==> config.mk <==
export PLATFORM = sky130hd
export DESIGN_NAME = sram_like_bus_arbiter
export DESIGN_NICKNAME = d
export VERILOG_FILES = /design/src/rtl/sram_like_bus_arbiter.sv
export SDC_FILE = /design/constraint.sdc
export NUM_CORES = 1
export LEC_CHECK = 0
export ABC_CLOCK_PERIOD_IN_PS = 2400
export BUFFER_PORTS_ARGS = -buffer_cell sky130_fd_sc_hd__buf_2
export CAP_MARGIN = 30
export CORE_AREA = 2 2 120 122
export DETAILED_ROUTE_END_ITERATION = 10
export DIE_AREA = 0 0 122 124
export HOLD_SLACK_MARGIN = 0.12
export SLEW_MARGIN = 20
export SYNTH_ARGS = -nofsm -noshare
export SYNTH_HDL_FRONTEND = slang
export SYNTH_SLANG_ARGS = --single-unit
==> constraint.sdc <==
create_clock -name clk -period 2.4 [get_ports clk]
set_clock_uncertainty 0.05 [all_clocks]
set_input_delay 0.24 -clock clk [delete_from_list [all_inputs] [get_ports clk]]
set_output_delay 0.24 -clock clk [all_outputs]
set_load 0.02 [all_outputs]
==> src/rtl/sram_like_bus_arbiter.sv <==
// Shares one SRAM-like slave port between the instruction and data masters, routing responses in order via a tag FIFO.
// Optional build macro SRAM_ARB_ROUND_ROBIN_EN: round-robin tie-break instead of fixed data-over-inst priority.
module sram_like_bus_arbiter #(
    parameter int MAX_OUTSTANDING = 2
) (
    input  logic        clk,
    input  logic        rst,

    input  logic        inst_req,
    input  logic        inst_wr,
    input  logic [1:0]  inst_size,
    input  logic [31:0] inst_addr,
    input  logic [31:0] inst_wdata,
    output logic        inst_addr_ok,
    output logic        inst_data_ok,
    output logic [31:0] inst_rdata,

    input  logic        data_req,
    input  logic        data_wr,
    input  logic [1:0]  data_size,
    input  logic [31:0] data_addr,
    input  logic [31:0] data_wdata,
    output logic        data_addr_ok,
    output logic        data_data_ok,
    output logic [31:0] data_rdata,

    output logic        bus_req,
    output logic        bus_wr,
    output logic [1:0]  bus_size,
    output logic [31:0] bus_addr,
    output logic [31:0] bus_wdata,
    input  logic        bus_addr_ok,
    input  logic        bus_data_ok,
    input  logic [31:0] bus_rdata,

    output logic        busy,
    output logic        err
);

    localparam int PW = (MAX_OUTSTANDING > 1) ? $clog2(MAX_OUTSTANDING) : 1;
    localparam int CW = $clog2(MAX_OUTSTANDING + 1);
    localparam logic [PW-1:0] LAST_IDX = PW'(MAX_OUTSTANDING - 1);
    localparam logic [CW-1:0] FULL_CNT = CW'(MAX_OUTSTANDING);

    localparam logic [1:0] IDLE   = 2'd0;
    localparam logic [1:0] HOLD_I = 2'd1;
    localparam logic [1:0] HOLD_D = 2'd2;

    logic [1:0]                 state_q, state_d;
    logic [MAX_OUTSTANDING-1:0] tag_q, tag_d;
    logic [PW-1:0]              wr_ptr_q, wr_ptr_d;
    logic [PW-1:0]              rd_ptr_q, rd_ptr_d;
    logic [CW-1:0]              count_q, count_d;
    logic                       err_q, err_d;

    logic fifo_full;
    logic fifo_empty;
    logic head_tag;
    logic grant_valid;
    logic grant_tag;
    logic push;
    logic pop;

`ifdef SRAM_ARB_ROUND_ROBIN_EN
    // Tag of the master granted most recently; reset to inst so data wins the first tie.
    logic last_q, last_d;
`endif

    assign fifo_full  = (count_q == FULL_CNT);
    assign fifo_empty = (count_q == '0);
    assign head_tag   = tag_q[rd_ptr_q];

    // A held grant ignores the other master; a full FIFO blocks new grants even if it pops this cycle.
    always_comb begin
        grant_valid = 1'b0;
        grant_tag   = 1'b0;
        case (state_q)
            HOLD_I: begin
                grant_valid = 1'b1;
                grant_tag   = 1'b0;
            end
            HOLD_D: begin
                grant_valid = 1'b1;
                grant_tag   = 1'b1;
            end
            default: begin
                if (!fifo_full && (inst_req || data_req)) begin
                    grant_valid = 1'b1;
`ifdef SRAM_ARB_ROUND_ROBIN_EN
                    if (inst_req && data_req) begin
                        grant_tag = ~last_q;
                    end else begin
                        grant_tag = data_req;
                    end
`else
                    grant_tag = data_req;
`endif
                end
            end
        endcase
    end

    always_comb begin
        bus_req   = 1'b0;
        bus_wr    = 1'b0;
        bus_size  = 2'd0;
        bus_addr  = 32'd0;
        bus_wdata = 32'd0;
        if (grant_valid) begin
            bus_req = 1'b1;
            if (grant_tag) begin
                bus_wr    = data_wr;
                bus_size  = data_size;
                bus_addr  = data_addr;
                bus_wdata = data_wdata;
            end else begin
                bus_wr    = inst_wr;
                bus_size  = inst_size;
                bus_addr  = inst_addr;
                bus_wdata = inst_wdata;
            end
        end
    end

    assign push = grant_valid && bus_addr_ok;
    assign pop  = bus_data_ok && !fifo_empty;

    assign inst_addr_ok = push && !grant_tag;
    assign data_addr_ok = push && grant_tag;
    assign inst_data_ok = pop && !head_tag;
    assign data_data_ok = pop && head_tag;
    assign inst_rdata   = bus_rdata;
    assign data_rdata   = bus_rdata;

    assign busy = !fifo_empty || (state_q != IDLE);
    assign err  = err_q;

    always_comb begin
        state_d = state_q;
        if (grant_valid) begin
            if (bus_addr_ok) begin
                state_d = IDLE;
            end else begin
                state_d = grant_tag ? HOLD_D : HOLD_I;
            end
        end
    end

    // Tag FIFO: push writes behind the current tail, so a simultaneous pop keeps order intact.
    always_comb begin
        tag_d    = tag_q;
        wr_ptr_d = wr_ptr_q;
        rd_ptr_d = rd_ptr_q;
        count_d  = count_q;
        if (push) begin
            tag_d[wr_ptr_q] = grant_tag;
            wr_ptr_d = (wr_ptr_q == LAST_IDX) ? '0 : wr_ptr_q + 1'b1;
        end
        if (pop) begin
            rd_ptr_d = (rd_ptr_q == LAST_IDX) ? '0 : rd_ptr_q + 1'b1;
        end
        case ({push, pop})
            2'b10:   count_d = count_q + 1'b1;
            2'b01:   count_d = count_q - 1'b1;
            default: count_d = count_q;
        endcase
    end

    always_comb begin
        err_d = err_q || (bus_data_ok && fifo_empty);
    end

`ifdef SRAM_ARB_ROUND_ROBIN_EN
    always_comb begin
        last_d = push ? grant_tag : last_q;
    end

    always_ff @(posedge clk or posedge rst) begin
        if (rst) begin
            last_q <= 1'b0;
        end else begin
            last_q <= last_d;
        end
    end
`endif

    always_ff @(posedge clk or posedge rst) begin
        if (rst) begin
            state_q  <= IDLE;
            tag_q    <= '0;
            wr_ptr_q <= '0;
            rd_ptr_q <= '0;
            count_q  <= '0;
            err_q    <= 1'b0;
        end else begin
            state_q  <= state_d;
            tag_q    <= tag_d;
            wr_ptr_q <= wr_ptr_d;
            rd_ptr_q <= rd_ptr_d;
            count_q  <= count_d;
            err_q    <= err_d;
        end
    end

endmodule
==> impl_metrics.yaml <==
timing:
  hold_viol: 0
  finalCritPeriodShare_pct: 94.1
  drv_slew: 0
  slew_headroom_pct: 71.4
  setup_viol: 0
  tightest_slew_ps: 429
  holdWs_ps: 177
  grt_setup_unrepaired: "no"
  finalSetupTns_ps: 0
  layout_min_cycle_time_ps: 2260
  max_clock_freq_mhz: 443
pwr:
  switching_share_pct: 58.4
  comb_power_share_pct: 87.3
  p_leak_nw: 1.65
  pwr-share-seq_pct: 6.1
  finalPower_mw: 4.54
  cellPowerDensity_nw_per_um2: 1560
  irDropWorstVdd_mv: 0.491
  internal-power_mw: 1.89
  power_switching_mw: 2.65
  power.share.clock_pct: 6.5
floorplanning:
  num_io_pins: 310
  core_sq_um: 13700
  fp.dieH_um: 124
  row_count: 43
  fp.dieW_um: 122
  die-area_sq_um: 15100
  initial_utilization_pct: 14.0
critical_path:
  critPathMaxStageDelay_ps: 340
  start_kind: "flip-flop"
  worstPathArrival_ps: 1970
  crit_chain: "inv_1 -> ha_4 -> nor2b_2 -> a22oi_2 -> buf_4 -> bufbuf_16 -> nand2_1 -> a21oi_1 -> buf_2"
  cp.required_ps: 2110
  cp_slowest_cell: "dfrtp_1"
  cp-end-kind: "primary output"
  path_max_fanout: 20
  path_class: "flip-flop to primary output"
synth:
  ys_seq_area_share_pct: 11.7
  syn_inst: 334
  synth.avg_cell_area_sq_um: 5.76
  synth_area_sq_um: 1920
  ys_warn_count: 0
  ys_ff_latch: 9
  yosysUniqueCellTypes: 27
  syn_nets: 509
clocking:
  ctsLongestPathBuffers: 2
  cts_tree: "built"
  numCtsBuffers: 3
  clk_pin_slew_ps: 40
  h-tree-depth: 1
  cts.sinks: 9
  root_buffer: "clkbuf_16"
  clock_latency_ps: 240
flow_run:
  cap_viol_max_count: 0
final_layout:
  drive_gt1_share_pct: 49.7
  stdcell_count: 657
  final_common_cell: "buf_2"
  syn2layout_area_growth_pct: 51.7
  most-common-layout-cells: "212 x buf_2, 136 x nand2_1, 68 x a21oi_1"
  fin_nets: 653
  antenna_cells: 0
  stdcell_area_sq_um: 2920
  fillers: 1585
routing:
  totalWireLength_mm: 8.52
  drcViolationCount: 0
  wl_per_cell_um: 13.0
  viasPerCell: 3.86
  via_count: 2537
  drtPass1Iterations: 4
  ant_nets: 0
  drt_iter0_drc: 90
place:
  place_hpwl_mm: 6.37
  portBuffers: 213
  place_area_sq_um: 2730
  place.gp.congestion: 0.753
  place_inst: 648
outcome:
  run_status: "completed"
global_route:
  grt_usage_pct: 9.40
  grt_pass1_wl_mm: 11.0
  grt_max_degree: 39
  antenna_found_initial: 0
  grt_overflow: 0
  grt_pass1_vias: 2170
hold_path:
  hold_path.class: "primary input to flip-flop"
[repair_timing]
| item | CTS | global route |
|---|---|---|
| hold endpoints to repair | 9 | 0 |
| setup endpoints to repair | 2 | 41 |
| buffers inserted | 2 | 0 |
| cloned | 1 | 1 |
| hold buffers | 1 | 0 |
| resized for setup | 0 | 5 |
| pin swaps | 1 | 1 |
[final timing paths]
path / start / end / slack [ps] / cells past startpoint
setup reg to reg: state_q[1]$_DFFE_PP0P_ / count_q[1]$_DFFE_PP0P_ / 590 / 8
hold / removal: bus_data_ok / err$_DFF_PP0_ / 180 / 2
max in group asynchronous: rst / state_q[1]$_DFFE_PP0P_ / 1590 / 3
min in group asynchronous: rst / count_q[0]$_DFFE_PP0P_ / 470 / 3
hold reg to reg: err$_DFF_PP0_ / err$_DFF_PP0_ / 410 / 1
setup / recovery: state_q[1]$_DFFE_PP0P_ / bus_addr[13] / 140 / 9
[cell type report]
class                   instances  area (sq um)  share of cell area (%)
well taps                     180           225                    7.72
multi-input cells             234          1110                    38.2
repair buffers                225          1250                    43.0
inverters                       5          18.8                   0.644
clock inverters                 1          5.00                   0.172
clock buffers                   3          75.1                    2.57
flip-flops and latches          9           225                    7.72
[cell families after synthesis]
family	synth area share [%]
flip-flops	11.7
AND/OR/NAND/NOR	30.1
adder cells (fa/ha/maj)	1.95
multiplexers	1.11
XOR/XNOR	2.28
AO/OA/AOI/OAI	20.8
buffers and inverters	32.0
[Yosys cell counts]
cell | count | area (sq um)
a21o_1 | 1 | 7.51
a21oi_1 | 68 | 340
a21oi_2 | 1 | 8.76
a22o_1 | 1 | 8.76
a22oi_2 | 1 | 12.5
a31oi_1 | 1 | 6.26
buf_2 | 12 | 60.1
buf_4 | 65 | 488
buf_6 | 2 | 22.5
clkbuf_1 | 7 | 26.3
dfrtp_1 | 9 | 225
ha_1 | 3 | 37.5
inv_1 | 4 | 15.0
inv_2 | 1 | 3.75
mux2_2 | 1 | 11.3
mux2i_1 | 1 | 10.0
nand2_1 | 136 | 510
nand2b_4 | 1 | 13.8
nand3_1 | 1 | 5.00
nor2_1 | 5 | 18.8
nor2b_1 | 3 | 18.8
o21ai_0 | 2 | 10.0
o22ai_1 | 1 | 6.26
or2_2 | 1 | 6.26
or3_1 | 1 | 6.26
xnor2_1 | 4 | 35.0
xor2_1 | 1 | 8.76
[layer usage]
metal | up-vias | GRT usage (%) | part of all wire, %
met5 | - | 0 | 0
li1 | 1288 | - | -
met1 | 1066 | 10.5 | 38
met2 | 153 | 17.2 | 49
met3 | 30 | 2.11 | 10
met4 | 0 | 3.81 | 2.9
[through the flow]
stage                     setup WS, ps  util, %
after floorplan                    311        -
after global placement             249     19.9
after detailed placement           256     19.9
after CTS                         11.0     20.9
after global routing              15.0     21.3
final                              143     21.3
[power groups by stage]
stage / sequential, mW / clock, mW / combinational [mW]
2_1_floorplan: 0.267 / 0 / 2.65
3_3_place_gp: 0.279 / 0 / 3.72
3_5_place_dp: 0.279 / 0 / 3.74
4_1_cts: 0.277 / 0.304 / 3.90
5_1_grt: 0.286 / 0.313 / 4.32
6_report: 0.278 / 0.297 / 3.97
[critical path: cells and delay by family, from the launching register on]
kind	cells	cell delay (ps)
buffers and inverters	4	690
DFF	1	340
adders and majority gates	1	320
AOI/OAI and AO/OA	2	250
and+or+nand+nor	2	130
[state kept, by name, indices dropped and copies added (netlist names)]
register,flops
count_q,2
state_q,2
tag_q,2
err,1
rd_ptr_q,1
wr_ptr_q,1
Note: power is estimated with default switching activity, not from simulation.
